<file path="src/rtl/motion_pkg.sv">
// motion_pkg: shared scheduler state encoding and default screen/step geometry.
package motion_pkg;
   typedef enum logic [1:0] {IDLE, ARB, APPLY} state_t;
   localparam int MOTION_STEP_W = 4;
   localparam int MOTION_X_MAX  = 639;
   localparam int MOTION_Y_MAX  = 479;
endpackage

</file>
<file path="src/rtl/motion_scheduler_rr_arbiter.sv">
// rr_arbiter: combinational round-robin pick of the first request at or after ptr.
module rr_arbiter #(
   parameter int NREQ = 3
) (
   input  logic [NREQ-1:0]         req,
   input  logic [$clog2(NREQ)-1:0] ptr,
   output logic [NREQ-1:0]         gnt,
   output logic [$clog2(NREQ)-1:0] gnt_idx
);
   localparam int IW = $clog2(NREQ);
   logic          found;
   logic [IW-1:0] idx;
   always_comb begin
      gnt     = '0;
      gnt_idx = '0;
      found   = 1'b0;
      idx     = '0;
      for (int k = 0; k < NREQ; k++) begin
         idx = IW'((int'(ptr) + k) % NREQ);
         if (!found && req[idx]) begin
            found        = 1'b1;
            gnt[idx]     = 1'b1;
            gnt_idx      = idx;
         end
      end
   end
endmodule

</file>
<file path="src/rtl/motion_scheduler.sv">
// motion_scheduler: round-robin slot scheduler applying signed steps to a shared ball position.
// Define MOTION_WRAP_EN for torus-screen wrapping instead of edge clamping.
module motion_scheduler
   import motion_pkg::*;
#(
   parameter int NREQ       = 3,
   parameter int TICK_COUNT = 250_000,
   parameter int POS_W      = 16,
   parameter int STEP_W     = MOTION_STEP_W,
   parameter int X_MAX      = MOTION_X_MAX,
   parameter int Y_MAX      = MOTION_Y_MAX,
   parameter int X_INIT     = 320,
   parameter int Y_INIT     = 240
) (
   input  logic                     clk,
   input  logic                     rst,
   input  logic [NREQ-1:0]          req,
   input  logic [NREQ*STEP_W-1:0]   dx,
   input  logic [NREQ*STEP_W-1:0]   dy,
   input  logic                     hold,
   output logic [NREQ-1:0]          ack,
   output logic [POS_W-1:0]         x_pos,
   output logic [POS_W-1:0]         y_pos,
   output logic [$clog2(NREQ)-1:0]  grant_id,
   output logic                     upd_valid,
   output logic [3:0]               edge_hit
);
   localparam int IW = $clog2(NREQ);
   localparam int CW = $clog2(TICK_COUNT);

   // Returns {hit_high, hit_low, new_pos}; the sum is two bits wider so sign and overflow are visible.
   function automatic logic [POS_W+1:0] axis_upd(input logic [POS_W-1:0] pos,
                                                 input logic [STEP_W-1:0] step,
                                                 input logic [POS_W-1:0] lim);
      logic [POS_W+1:0] sum;
      logic             lo, hi;
      sum = {2'b00, pos} + {{(POS_W+2-STEP_W){step[STEP_W-1]}}, step};
      lo  = sum[POS_W+1];
      hi  = !lo && (sum > {2'b00, lim});
`ifdef MOTION_WRAP_EN
      axis_upd = {hi, lo, lo ? sum[POS_W-1:0] + lim + 1'b1 : hi ? sum[POS_W-1:0] - lim - 1'b1 : sum[POS_W-1:0]};
`else
      axis_upd = {hi, lo, lo ? {POS_W{1'b0}} : hi ? lim : sum[POS_W-1:0]};
`endif
   endfunction

   state_t              state_q, state_d;
   logic [CW-1:0]       cnt_q, cnt_d;
   logic [IW-1:0]       ptr_q, ptr_d, gid_q, gid_d;
   logic [STEP_W-1:0]   sx_q, sx_d, sy_q, sy_d;
   logic [NREQ-1:0]     ack_q, ack_d;
   logic                upd_q, upd_d;
   logic [POS_W-1:0]    x_q, x_d, y_q, y_d;
   logic [3:0]          edge_q, edge_d;
   logic [NREQ-1:0]     gnt;
   logic [IW-1:0]       gnt_idx;
   logic                tick;
   logic [POS_W+1:0]    xr, yr;

   rr_arbiter #(.NREQ(NREQ)) u_arb (
      .req     (req),
      .ptr     (ptr_q),
      .gnt     (gnt),
      .gnt_idx (gnt_idx)
   );

   always_comb begin
      tick    = cnt_q == CW'(TICK_COUNT - 1);
      cnt_d   = tick ? '0 : cnt_q + 1'b1;
      xr      = axis_upd(x_q, sx_q, POS_W'(X_MAX));
      yr      = axis_upd(y_q, sy_q, POS_W'(Y_MAX));
      state_d = state_q;
      ptr_d   = ptr_q;
      gid_d   = gid_q;
      sx_d    = sx_q;
      sy_d    = sy_q;
      ack_d   = '0;
      upd_d   = 1'b0;
      x_d     = x_q;
      y_d     = y_q;
      edge_d  = edge_q;
      case (state_q)
         IDLE: state_d = (tick && !hold && |req) ? ARB : IDLE;
         ARB: begin
            state_d = |req ? APPLY : IDLE;
            if (|req) begin
               gid_d = gnt_idx;
               ack_d = gnt;
               upd_d = 1'b1;
               for (int i = 0; i < NREQ; i++) begin
                  if (gnt[i]) begin
                     sx_d = dx[i*STEP_W +: STEP_W];
                     sy_d = dy[i*STEP_W +: STEP_W];
                  end
               end
            end
         end
         APPLY: begin
            state_d = IDLE;
            x_d     = xr[POS_W-1:0];
            y_d     = yr[POS_W-1:0];
            edge_d  = {xr[POS_W+1], xr[POS_W], yr[POS_W+1], yr[POS_W]};
            ptr_d   = gid_q == IW'(NREQ - 1) ? '0 : gid_q + 1'b1;
         end
         default: state_d = IDLE;
      endcase
   end

   always_ff @(posedge clk or posedge rst) begin
      if (rst) begin
         state_q <= IDLE;
         cnt_q   <= '0;
         ptr_q   <= '0;
         gid_q   <= '0;
         sx_q    <= '0;
         sy_q    <= '0;
         ack_q   <= '0;
         upd_q   <= 1'b0;
         x_q     <= POS_W'(X_INIT);
         y_q     <= POS_W'(Y_INIT);
         edge_q  <= '0;
      end else begin
         state_q <= state_d;
         cnt_q   <= cnt_d;
         ptr_q   <= ptr_d;
         gid_q   <= gid_d;
         sx_q    <= sx_d;
         sy_q    <= sy_d;
         ack_q   <= ack_d;
         upd_q   <= upd_d;
         x_q     <= x_d;
         y_q     <= y_d;
         edge_q  <= edge_d;
      end
   end

   assign ack       = ack_q;
   assign upd_valid = upd_q;
   assign grant_id  = gid_q;
   assign x_pos     = x_q;
   assign y_pos     = y_q;
   assign edge_hit  = edge_q;
endmodule

</file>
<file path="config.mk">
export PLATFORM = sky130hd
export DESIGN_NAME = motion_scheduler
export DESIGN_NICKNAME = d
export VERILOG_FILES = /design/src/rtl/motion_pkg.sv /design/src/rtl/motion_scheduler_rr_arbiter.sv /design/src/rtl/motion_scheduler.sv
export SDC_FILE = /design/constraint.sdc
export NUM_CORES = 1
export LEC_CHECK = 0
export ABC_AREA = 1
export BUFFER_PORTS_ARGS = -buffer_cell sky130_fd_sc_hd__buf_4
export CAP_MARGIN = 20
export CORE_AREA = 4 4 108 110
export DETAILED_ROUTE_END_ITERATION = 10
export DIE_AREA = 0 0 112 114
export HOLD_SLACK_MARGIN = 0.06
export PLACE_DENSITY = 0.79
export SYNTH_ARGS = -nofsm -noshare
export SYNTH_HDL_FRONTEND = slang
export SYNTH_SLANG_ARGS = --single-unit
</file>
<file path="constraint.sdc">
create_clock -name clk -period 2.54 [get_ports clk]
set_clock_uncertainty 0.2 [all_clocks]
set_input_delay 0.254 -clock clk [delete_from_list [all_inputs] [get_ports clk]]
set_output_delay 0.254 -clock clk [all_outputs]
set_load 0.03 [all_outputs]
</file>
# Yosys cells after proc, flatten, opt, wreduce, memory -nomap -nowiden
# Index checks and enable logic that the tools add are counted.
dict set report op_classes {
  n_addsub 6
  mul 0
  div_mod_pow 3
  n_lt_le_gt_ge 8
  eq_ne 4
  shift 0
  mux 39
  n_bitwise 2
  n_reduce_logical 19
}
# op n
set op_table {}
lappend op_table {{$mod A32 B3 Y32 const B} 2}
lappend op_table {{$mux W16} 4}
lappend op_table {{$add A17 B4 Y18} 2}
lappend op_table {{$mod A3 B3 Y32 const B} 1}
lappend op_table {{$mux W4} 6}
lappend op_table {{$add A18 B1 Y18 const B} 1}
lappend op_table {{$eq A18 B18 Y1 const B} 1}
lappend op_table {{$gt A18 B10 Y1 const B} 1}
lappend op_table {{$gt A18 B9 Y1 const B} 1}
lappend op_table {{$mux W18} 1}
lappend op_table {{$mux W3} 5}
lappend op_table {{$mux W1} 11}
lappend op_table {{$mux W2} 5}
lappend op_table {{$logic_and A1 B1 Y1} 9}
lappend op_table {{$lt A2 B3 Y1 const B} 3}
lappend op_table {{$bmux W1 S2} 3}
lappend op_table {{$demux W1 S2} 3}
lappend op_table {{$ge A2 B1 Y1 const B} 3}
lappend op_table {{$or A3 B3 Y3} 2}
lappend op_table {{$logic_not A1 Y1} 5}
lappend op_table {{$eq A2 B2 Y1 const B} 2}
lappend op_table {{$pmux W2 S2} 1}
lappend op_table {{$add A2 B1 Y3 const B} 1}
lappend op_table {{$add A2 B2 Y3 const B} 1}
lappend op_table {{other kinds (7)} 7}
dict set report word_totals {
  regBits 72
  latchBits 0
  mem_bits_rw 0
  romBits 0
  input_bits 30
  out_inout_bits 42
  word_cells 92
  n_memories 0
}

# Longest topological paths before layout
# Gate-level depths: netlist of the first run.
dict set report logic_depth {
  depth_word 13
  ltp_mapped 18
  mapped_depth_nobuf 18
}

# Cells and area by module
# Synthesis of the first run repeated with hierarchy kept, for this count alone.
dict set report hier_totals {
  cells_unflattened 816
  hier_area_um2 5512.8
}
# module instances cells_per_inst area_each_um2 seq_area_each_um2
set modules_own_cells {}
lappend modules_own_cells {motion_scheduler 1 754 5196.2 1784.2}
lappend modules_own_cells {rr_arbiter 1 62 316.6 0.0}

# Least setup slack after synthesis of the first run
# Ideal clock, no wire load.
dict set report synth_path {
  path_kind {flip-flop to flip-flop}
  startpoint {register x_q[0] (netlist: x_pos[0])}
  endpoint {register x_q[3] (netlist: x_pos[3])}
  setup_time_ns 0.117
  arrival_ns 2.376
  required_time_ns 2.223
  setup_slack_ns -0.153
  path_stages_with_launch 14
  n_path_buf 0
  period_less_slack_ns 2.693
  cell_sequence {dfrtp_1 ha_1 fa_1 nand3_1 nand3_1 nand3_1 nand3_2 a21oi_2 xor2_1 nand3_4 nand2_2 nand2_1 nand2_1 nand2_1}
}
dict set report synth_between {
  elab_chain_cells 5
  word_cells_on_any_way 6
  classes_between {add/sub (1); order compare (1); mux (2); reduce/logical (2)}
}
# element line_no
set synth_rtl {}
lappend synth_rtl {{start, declared} motion_scheduler.sv:53} ;# logic [POS_W-1:0] x_q, x_d, y_q, y_d;
lappend synth_rtl {{start signal, assigned} motion_scheduler.sv:119} ;# x_q <= POS_W'(X_INIT);
lappend synth_rtl {{$add A17 B4 Y18 (*)} motion_scheduler.sv:37} ;# sum = {2'b00, pos} + {{(POS_W+2-STEP_W){step[STEP_W-1]}}, step};
lappend synth_rtl {{$gt A18 B10 Y1 / $logic_not A1 Y1 (equally long branches)} motion_scheduler.sv:39} ;# hi = !lo && (sum > {2'b00, lim});
lappend synth_rtl {{$logic_and A1 B1 Y1} motion_scheduler.sv:39}
lappend synth_rtl {{$mux W16} motion_scheduler.sv:43} ;# axis_upd = {hi, lo, lo ? {POS_W{1'b0}} : hi ? lim : sum[POS_W-1:0]};
lappend synth_rtl {{$mux W16 (*)} motion_scheduler.sv:43}
# Every way passes the cells marked *; elsewhere a longest branch is shown, timed or not.
# A chain may end at the register's enable or synchronous reset.

# Worst setup path in the final report of the first run
dict set report layout_path {
  startpoint {register sy_q[3]}
  endpoint {register y_q[3] (netlist: y_pos[3])}
}
dict set report layout_between {
  elab_chain_cells 5
  word_cells_on_any_way 6
  classes_between {add/sub (1); order compare (1); mux (2); reduce/logical (2)}
}
# element line_no
set layout_rtl {}
lappend layout_rtl {{start, declared} motion_scheduler.sv:50} ;# logic [STEP_W-1:0] sx_q, sx_d, sy_q, sy_d;
lappend layout_rtl {{start signal, assigned} motion_scheduler.sv:128} ;# sy_q <= sy_d;
lappend layout_rtl {{$add A17 B4 Y18 (*)} motion_scheduler.sv:37}
lappend layout_rtl {{$gt A18 B9 Y1 / $logic_not A1 Y1 (equally long branches)} motion_scheduler.sv:39}
lappend layout_rtl {{$logic_and A1 B1 Y1} motion_scheduler.sv:39}
lappend layout_rtl {{$mux W16} motion_scheduler.sv:43}
lappend layout_rtl {{$mux W16 (*)} motion_scheduler.sv:43}
lappend layout_rtl {{end signal, assigned} motion_scheduler.sv:120} ;# y_q <= POS_W'(Y_INIT);
lappend layout_rtl {{end signal, assigned} motion_scheduler.sv:132} ;# y_q <= y_d;
lappend layout_rtl {{end, declared} motion_scheduler.sv:53}
# Marked as above.

==> results of run 1 <==
[Yosys cell counts, types with 3 or more instances]
cell type  instances  area share, %
o21ai_1           17            1.5
nand3_2            4           0.72
nand3_1           52            4.7
a21oi_2            5           0.79
clkbuf_1           4           0.27
xnor2_1            6           0.95
dfrtp_1           65             29
nor3_1             7           0.63
inv_2              4           0.27
a21oi_1           36            3.3
nand3b_1           7           0.95
xor2_1             9            1.4
nor2_1            75            5.1
a21o_1             5           0.68
dfstp_2            6            2.8
nand2_1          265             18
nand4_1           19            2.1
ha_1              39            8.8
nand2_2            8           0.90
nor4_1             3           0.34
nand2_4            3           0.61
o21ai_0           19            1.7
inv_1            105            7.1
nor2_2             5           0.57
o21bai_1           3           0.41
nor3_2             3           0.54
[through the flow]
stage / std cells / hold slack, ns / total power [mW] / utilization, %
after floorplan: 798 / 0.125 / 1.21 / -
after global placement: 1076 / 0.0776 / 1.26 / 63.6
after detailed placement: 1076 / 0.0752 / 1.27 / 63.6
after CTS: 1110 / 0.0637 / 2.24 / 70.3
after global routing: 1123 / 0.0695 / 2.31 / 75.2
final: 1123 / 0.0677 / 2.24 / 75.2
[power by group through the flow]
stage	clock network (mW)	registers, mW	logic [mW]
CTS	0.987	1.13	0.125
global route	1.05	1.13	0.139
global placement	0	1.15	0.113
detailed placement	0	1.15	0.114
finish	0.980	1.13	0.126
floorplan	0	1.15	0.0566
[path summary, 6_finish.rpt]
kind | from | to | slack, ns | cells past startpoint
max | sy_q[3]$_DFFE_PP0P_ | y_pos[3]$_DFFE_PP0N_ | -0.36 | 16
min | dy[4] | sy_q[0]$_DFFE_PP0P_ | 0.07 | 5
max reg2reg | sy_q[3]$_DFFE_PP0P_ | y_pos[3]$_DFFE_PP0N_ | -0.36 | 16
min reg2reg | state_q[0]$_DFF_PP0_ | state_q[0]$_DFF_PP0_ | 0.26 | 1
max in group asynchronous | rst | x_pos[8]$_DFFE_PP1N_ | 1.23 | 4
min in group asynchronous | rst | cnt_q[6]$_DFF_PP0_ | 0.23 | 3
[routing by layer]
| metal | up-vias | global-route usage (%) | share of wire [%] |
|---|---|---|---|
| li1 | 2930 | - | - |
| met1 | 2870 | 31.2 | 40 |
| met2 | 273 | 42.3 | 50 |
| met3 | 63 | 4.40 | 7.2 |
| met4 | 0 | 7.13 | 2.9 |
| met5 | - | 0 | 0 |
[what timing repair did]
item                       4_1_cts  5_1_grt
setup endpoints to repair       23       31
resized for setup               57      100
buffers inserted                 9       12
hold endpoints to repair        55        0
pin swaps                       14       61
hold buffers                     9        0
gates cloned                     0        1
[state kept, by name, summed over array words and instances, names as in the netlist]
register	flops
ptr_q	2
grant_id	2
sy_q	4
cnt_q	18
edge_hit	4
x_pos	16
y_pos	16
state_q	2
sx_q	4
ack	3
[logic make-up after synthesis]
| kind of cell | count (synthesis) | synth area share [%] |
|---|---|---|
| AOI/OAI and AO/OA | 93 | 10.1 |
| buffers and inverters | 118 | 8.21 |
| adders and majority gates | 41 | 9.54 |
| xor gates and xnor gates | 15 | 2.37 |
| DFF | 71 | 32.2 |
| and+or+nand+nor | 460 | 37.6 |
[worst reg2reg max path: cells and delay by family, from the launching register on]
family / cells / cell delay (ns)
simple gates: 13 / 1.45
flops: 1 / 0.51
buf+inv: 2 / 0.33
fa+ha+maj: 1 / 0.30
[final cells by class]
type                       count  area share [%]
timing repair buffer         175            17.4
clock inverter                 6           0.856
multi-input combinational    609            50.4
clock buffer                  10            1.71
sequential                    71            22.3
inverter                     112            5.26
tap                          140            2.18
==> reports/summary.txt, run 1 <==
Outcome -> complete, but fails checks
Failing checks -> setup timing
LEAKAGE -> 4.38 nW
Top Ports -> 72
Period utilisation layout -> 114%
Ant diodes -> 0
Crit start category -> register
Initial Utilization -> 51.7%
Most common library cell in the layout ignoring fill and taps -> nand2_1
DR iter-0 viols -> 498
Place WS -> -0.313 ns
MaxCap Viol Count -> 0
# DRC -> 0
Die H -> 114 um
Clock latency on the worst-skew pair -> 0.37 ns
DP HPWL -> 11100 um
Final nets -> 1049
DP Area -> 6800 um2
Max FO, Critical Path -> 7
Filler cell count in the final layout -> 743
Synth cell types -> 43
Drt wl/cell -> 15.5 um
RSZ-0062 raised after global routing -> true
Area of the multi-input gates -> 4050 um2
CP peak stage delay -> 0.51 ns
Clock power frac -> 43.8%
Most frequent CP cell -> nand2_1
Critical path buffer and inverter count -> 2
Critical path arrival -> 2.96 ns
Post-synth top flop -> dfrtp_1
Hold Crit Class -> in -> reg
Final Hold Vio Count -> 0
Switch share -> 25.1%
Final ANT Viol Nets -> 0
Area delta synth->final -> 45.3%
Slew Limit Fails -> 0
Max IR drop VDD -> 443 uV
Grt total ovfl -> 0
CTS Buf Count -> 9
Clock-pin slew on the worst setup and hold paths -> 0.08 ns
Number of global-route vias before repair -> 5732
Cell Chain, Critical Path -> buf_8, ha_4, buf_4, nand2_1, nor2_1, nand3_1, nand3_1, nand2_1, nand2_1, nand3_1, nor2_1, nand3_2, nand2_4, nand2_1, nand2_1, nand2_1
Total negative slack -> -3.97 ns
Switching Power -> 0.560 mW
Synth async-reset ratio -> 100%
Sequential-to-total area share from yosys stat -> 32.2%
Register area -> 1790 um2
Sequential Power Share -> 50.5%
Largest net degree at the start of global routing -> 36
Cells after synthesis -> 798
Cell Int Power -> 1.68 mW
Num Clock Sinks -> 71
Die area -> 12800 um2
Initial antenna violation count -> 0
GPL Wtd Cong -> 0.914
Average vias per placed instance -> 5.46
Crit Path Class -> reg -> reg
WL final -> 17400 um
Fin crit period -> 2.90 ns
Max H-tree Level -> 3
CTS max path bufs -> 2
Crit. End Element -> register
CP top delay family -> simple AND/OR/NAND/NOR gates
Most frequent cells in the layout -> nand2_1 (223), buf_4 (159), inv_1 (99), dfrtp_1 (61), nor2_1 (58)
Cell with the largest stage delay on the worst path -> dfrtp_2
Comb pwr share -> 5.6%
Core Area -> 10700 um2
Router iterations before antenna repair -> 6
Syn nets -> 869
First-pass GRT wire length -> 26000 um
Avg Inst Size Synth -> 6.94 um2
Fmax -> 345 MHz
Via count -> 6136
TritonCTS clock tree -> done
Finished Cell Area -> 8040 um2
Root buf cell -> clkbuf_8
DIE WIDTH -> 112 um
Yosys reg bits -> 71
Row count -> 38
GR Util All Layers -> 24.4%
Worst slew margin -> 73.1%
Final setup vio count -> 22
Synthesized cell area -> 5540 um2
YS warnings -> 0
I/O Buffers -> 71
Share of layout cells above drive strength 1 -> 36.7%
Worst EP required -> 2.60 ns
Post-synth EDFFs -> 0
Slew @ Worst Pin -> 0.402 ns
Final setup margin -> -0.358 ns
PD cells -> 278 nW/um2
(Power assumes the default switching activity.)
==> run 2, diff against run 1 <==
--- a/config.mk
+++ b/config.mk
@@ -8,9 +8,9 @@
 export ABC_AREA = 1
 export BUFFER_PORTS_ARGS = -buffer_cell sky130_fd_sc_hd__buf_4
 export CAP_MARGIN = 20
-export CORE_AREA = 4 4 108 110
+export CORE_AREA = 4 4 106 108
 export DETAILED_ROUTE_END_ITERATION = 10
-export DIE_AREA = 0 0 112 114
+export DIE_AREA = 0 0 110 112
 export HOLD_SLACK_MARGIN = 0.06
 export PLACE_DENSITY = 0.79
 export SYNTH_ARGS = -nofsm -noshare
==> constraint.sdc (replaced) <==
create_clock -name clk -period 2.7 [get_ports clk]
set_clock_uncertainty 0.2 [all_clocks]
set_input_delay 0.27 -clock clk [delete_from_list [all_inputs] [get_ports clk]]
set_output_delay 0.27 -clock clk [all_outputs]
set_load 0.03 [all_outputs]
==> run 2 against run 1 <==
  * The flow now finishes without violations
  * Sequential power fell by 6%
  * Clock power grew 5%
  * Worst setup slack improved by 0.38 ns
==> reports/summary.txt, run 2 (synthesis results as in run 1) <==
GR Util All Layers -> 22.8%
Place WS -> -0.102 ns
CTS Buf Count -> 9
PD cells -> 301 nW/um2
Via count -> 5594
WL final -> 15200 um
Total power -> 2.20 mW
Crit. End Element -> register
End-of-flow core utilization -> 71.7%
CTS max path bufs -> 2
Outcome -> completed
First-pass GRT wire length -> 23100 um
Core Area -> 10200 um2
GPL Wtd Cong -> 0.915
TritonCTS clock tree -> done
DP HPWL -> 10400 um
# DRC -> 0
Filler-free cell count of the finished design -> 1055
Crit start category -> register
Worst slew margin -> 62.5%
DP Area -> 6390 um2
Reg2reg start -> sx_q[3]$_DFFE_PP0P_
Router iterations before antenna repair -> 7
DR iter-0 viols -> 339
Total negative slack -> 0 ns
Ant diodes -> 0
CP peak stage delay -> 0.47 ns
Register with the most flip-flops -> cnt_q
Final Hold Vio Count -> 0
CP startpoint -> sx_q[3]$_DFFE_PP0P_
Clock latency on the worst-skew pair -> 0.36 ns
Hold Crit Class -> in -> reg
Clock-pin slew on the worst setup and hold paths -> 0.10 ns
Max IR drop VDD -> 256 uV
Filler cell count in the final layout -> 783
Area delta synth->final -> 32.4%
Grt total ovfl -> 0
Final nets -> 985
Period utilisation layout -> 99.0%
Root buf cell -> clkbuf_8
Finished Cell Area -> 7330 um2
Num Clock Sinks -> 71
CP top delay family -> simple AND/OR/NAND/NOR gates
Max H-tree Level -> 3
Most frequent cells in the layout -> nand2_1 (242), inv_1 (103), buf_4 (101), nor2_1 (64), dfrtp_1 (63)
Hold Startpoint -> dy[9]
RSZ-0062 raised after global routing -> true
Initial antenna violation count -> 0
I/O Buffers -> 71
Share of layout cells above drive strength 1 -> 27.9%
Cell with the largest stage delay on the worst path -> dfrtp_2
Number of global-route vias before repair -> 5042
Cell Chain, Critical Path -> buf_12, ha_4, a21oi_4, nor2_1, nor2_1, buf_4, nand3b_1, nand2_1, nand2_1, nand2_1, nand2_2, nor2_4, nand3_4, o21ai_1, nand2_1
Worst EP required -> 2.76 ns
Critical path buffer and inverter count -> 2
Slew @ Worst Pin -> 0.561 ns
WHS -> 0.0704 ns
Most frequent CP cell -> nand2_1
LEAKAGE -> 3.95 nW
Drt wl/cell -> 14.4 um
Crit Path Class -> reg -> reg
Die H -> 112 um
Top Ports -> 72
Row count -> 37
Critical path arrival -> 2.73 ns
Die area -> 12300 um2
Final setup margin -> 0.0265 ns
Max FO, Critical Path -> 8
Fmax -> 374 MHz
Average vias per placed instance -> 5.30
Most common library cell in the layout ignoring fill and taps -> nand2_1
DIE WIDTH -> 110 um
Slew Limit Fails -> 0
Fin crit period -> 2.67 ns
Largest net degree at the start of global routing -> 47
Largest register FFs -> 18
Final ANT Viol Nets -> 0
MaxCap Viol Count -> 0
Initial Utilization -> 54.1%
Final setup vio count -> 0
Inst Count DP -> 1020
run 2: cell types whose count changed in the layout (fill, tap and decap cells not counted), sizes merged:
cell / before / now
buf: 165 / 105
bufinv: 1 / 2
clkbuf: 11 / 10
clkinv: 5 / 3
clkinvlp: 1 / 0
dlygate4sd3: 9 / 5
inv: 111 / 114
run 2: path summary, 6_finish.rpt:
| check | end | slack, ns | depth (start not counted) |
|---|---|---|---|
| setup / recovery | x_pos[9]$_DFFE_PP0N_ | 0.03 | 15 |
| hold / removal | sy_q[1]$_DFFE_PP0P_ | 0.07 | 5 |
| setup reg to reg | x_pos[9]$_DFFE_PP0N_ | 0.03 | 15 |
| hold reg to reg | cnt_q[0]$_DFF_PP0_ | 0.26 | 1 |
| max in group asynchronous | sy_q[3]$_DFFE_PP0P_ | 1.31 | 4 |
| min in group asynchronous | cnt_q[2]$_DFF_PP0_ | 0.32 | 3 |
run 2: power by group:
part	internal [mW]	switching, mW
clock network	0.545	0.486
logic	0.0506	0.0594
registers	1.06	0
run 2: final cells by class:
type	instances	area (um2)	share of cell area, %
clock buffers	9	124	1.69
clock inverters	7	111	1.52
inverters	112	423	5.77
multi-input cells	609	3820	52.1
flip-flops and latches	71	1790	24.4
well taps	136	170	2.32
repair buffers	111	896	12.2
run 2: per-layer routing:
metal  up-vias  wire [um]  global-route usage, %
li1       2805          -                      -
met1      2564       6530                   32.3
met2       198       7300                   36.2
met3        27       1100                   4.93
met4         0        248                   4.24
met5         -          0                      0
run 2: worst reg2reg max path: cells and delay by family, from the launching register on:
| family | cells | cell delay, ns |
|---|---|---|
| flip-flops | 1 | 0.47 |
| AND/OR/NAND/NOR | 10 | 0.93 |
| adder cells (fa/ha/maj) | 1 | 0.28 |
| buffers and inverters | 2 | 0.32 |
| AO/OA/AOI/OAI | 2 | 0.38 |
run 2: timing repair:
action / 4_1_cts / 5_1_grt
pin swaps: 0 / 26
hold buffers: 5 / 0
gates cloned: 0 / 1
hold endpoints to repair: 23 / 0
gates resized for setup: 1 / 112
buffers inserted: 0 / 13
endpoints found under the setup margin: 10 / 21
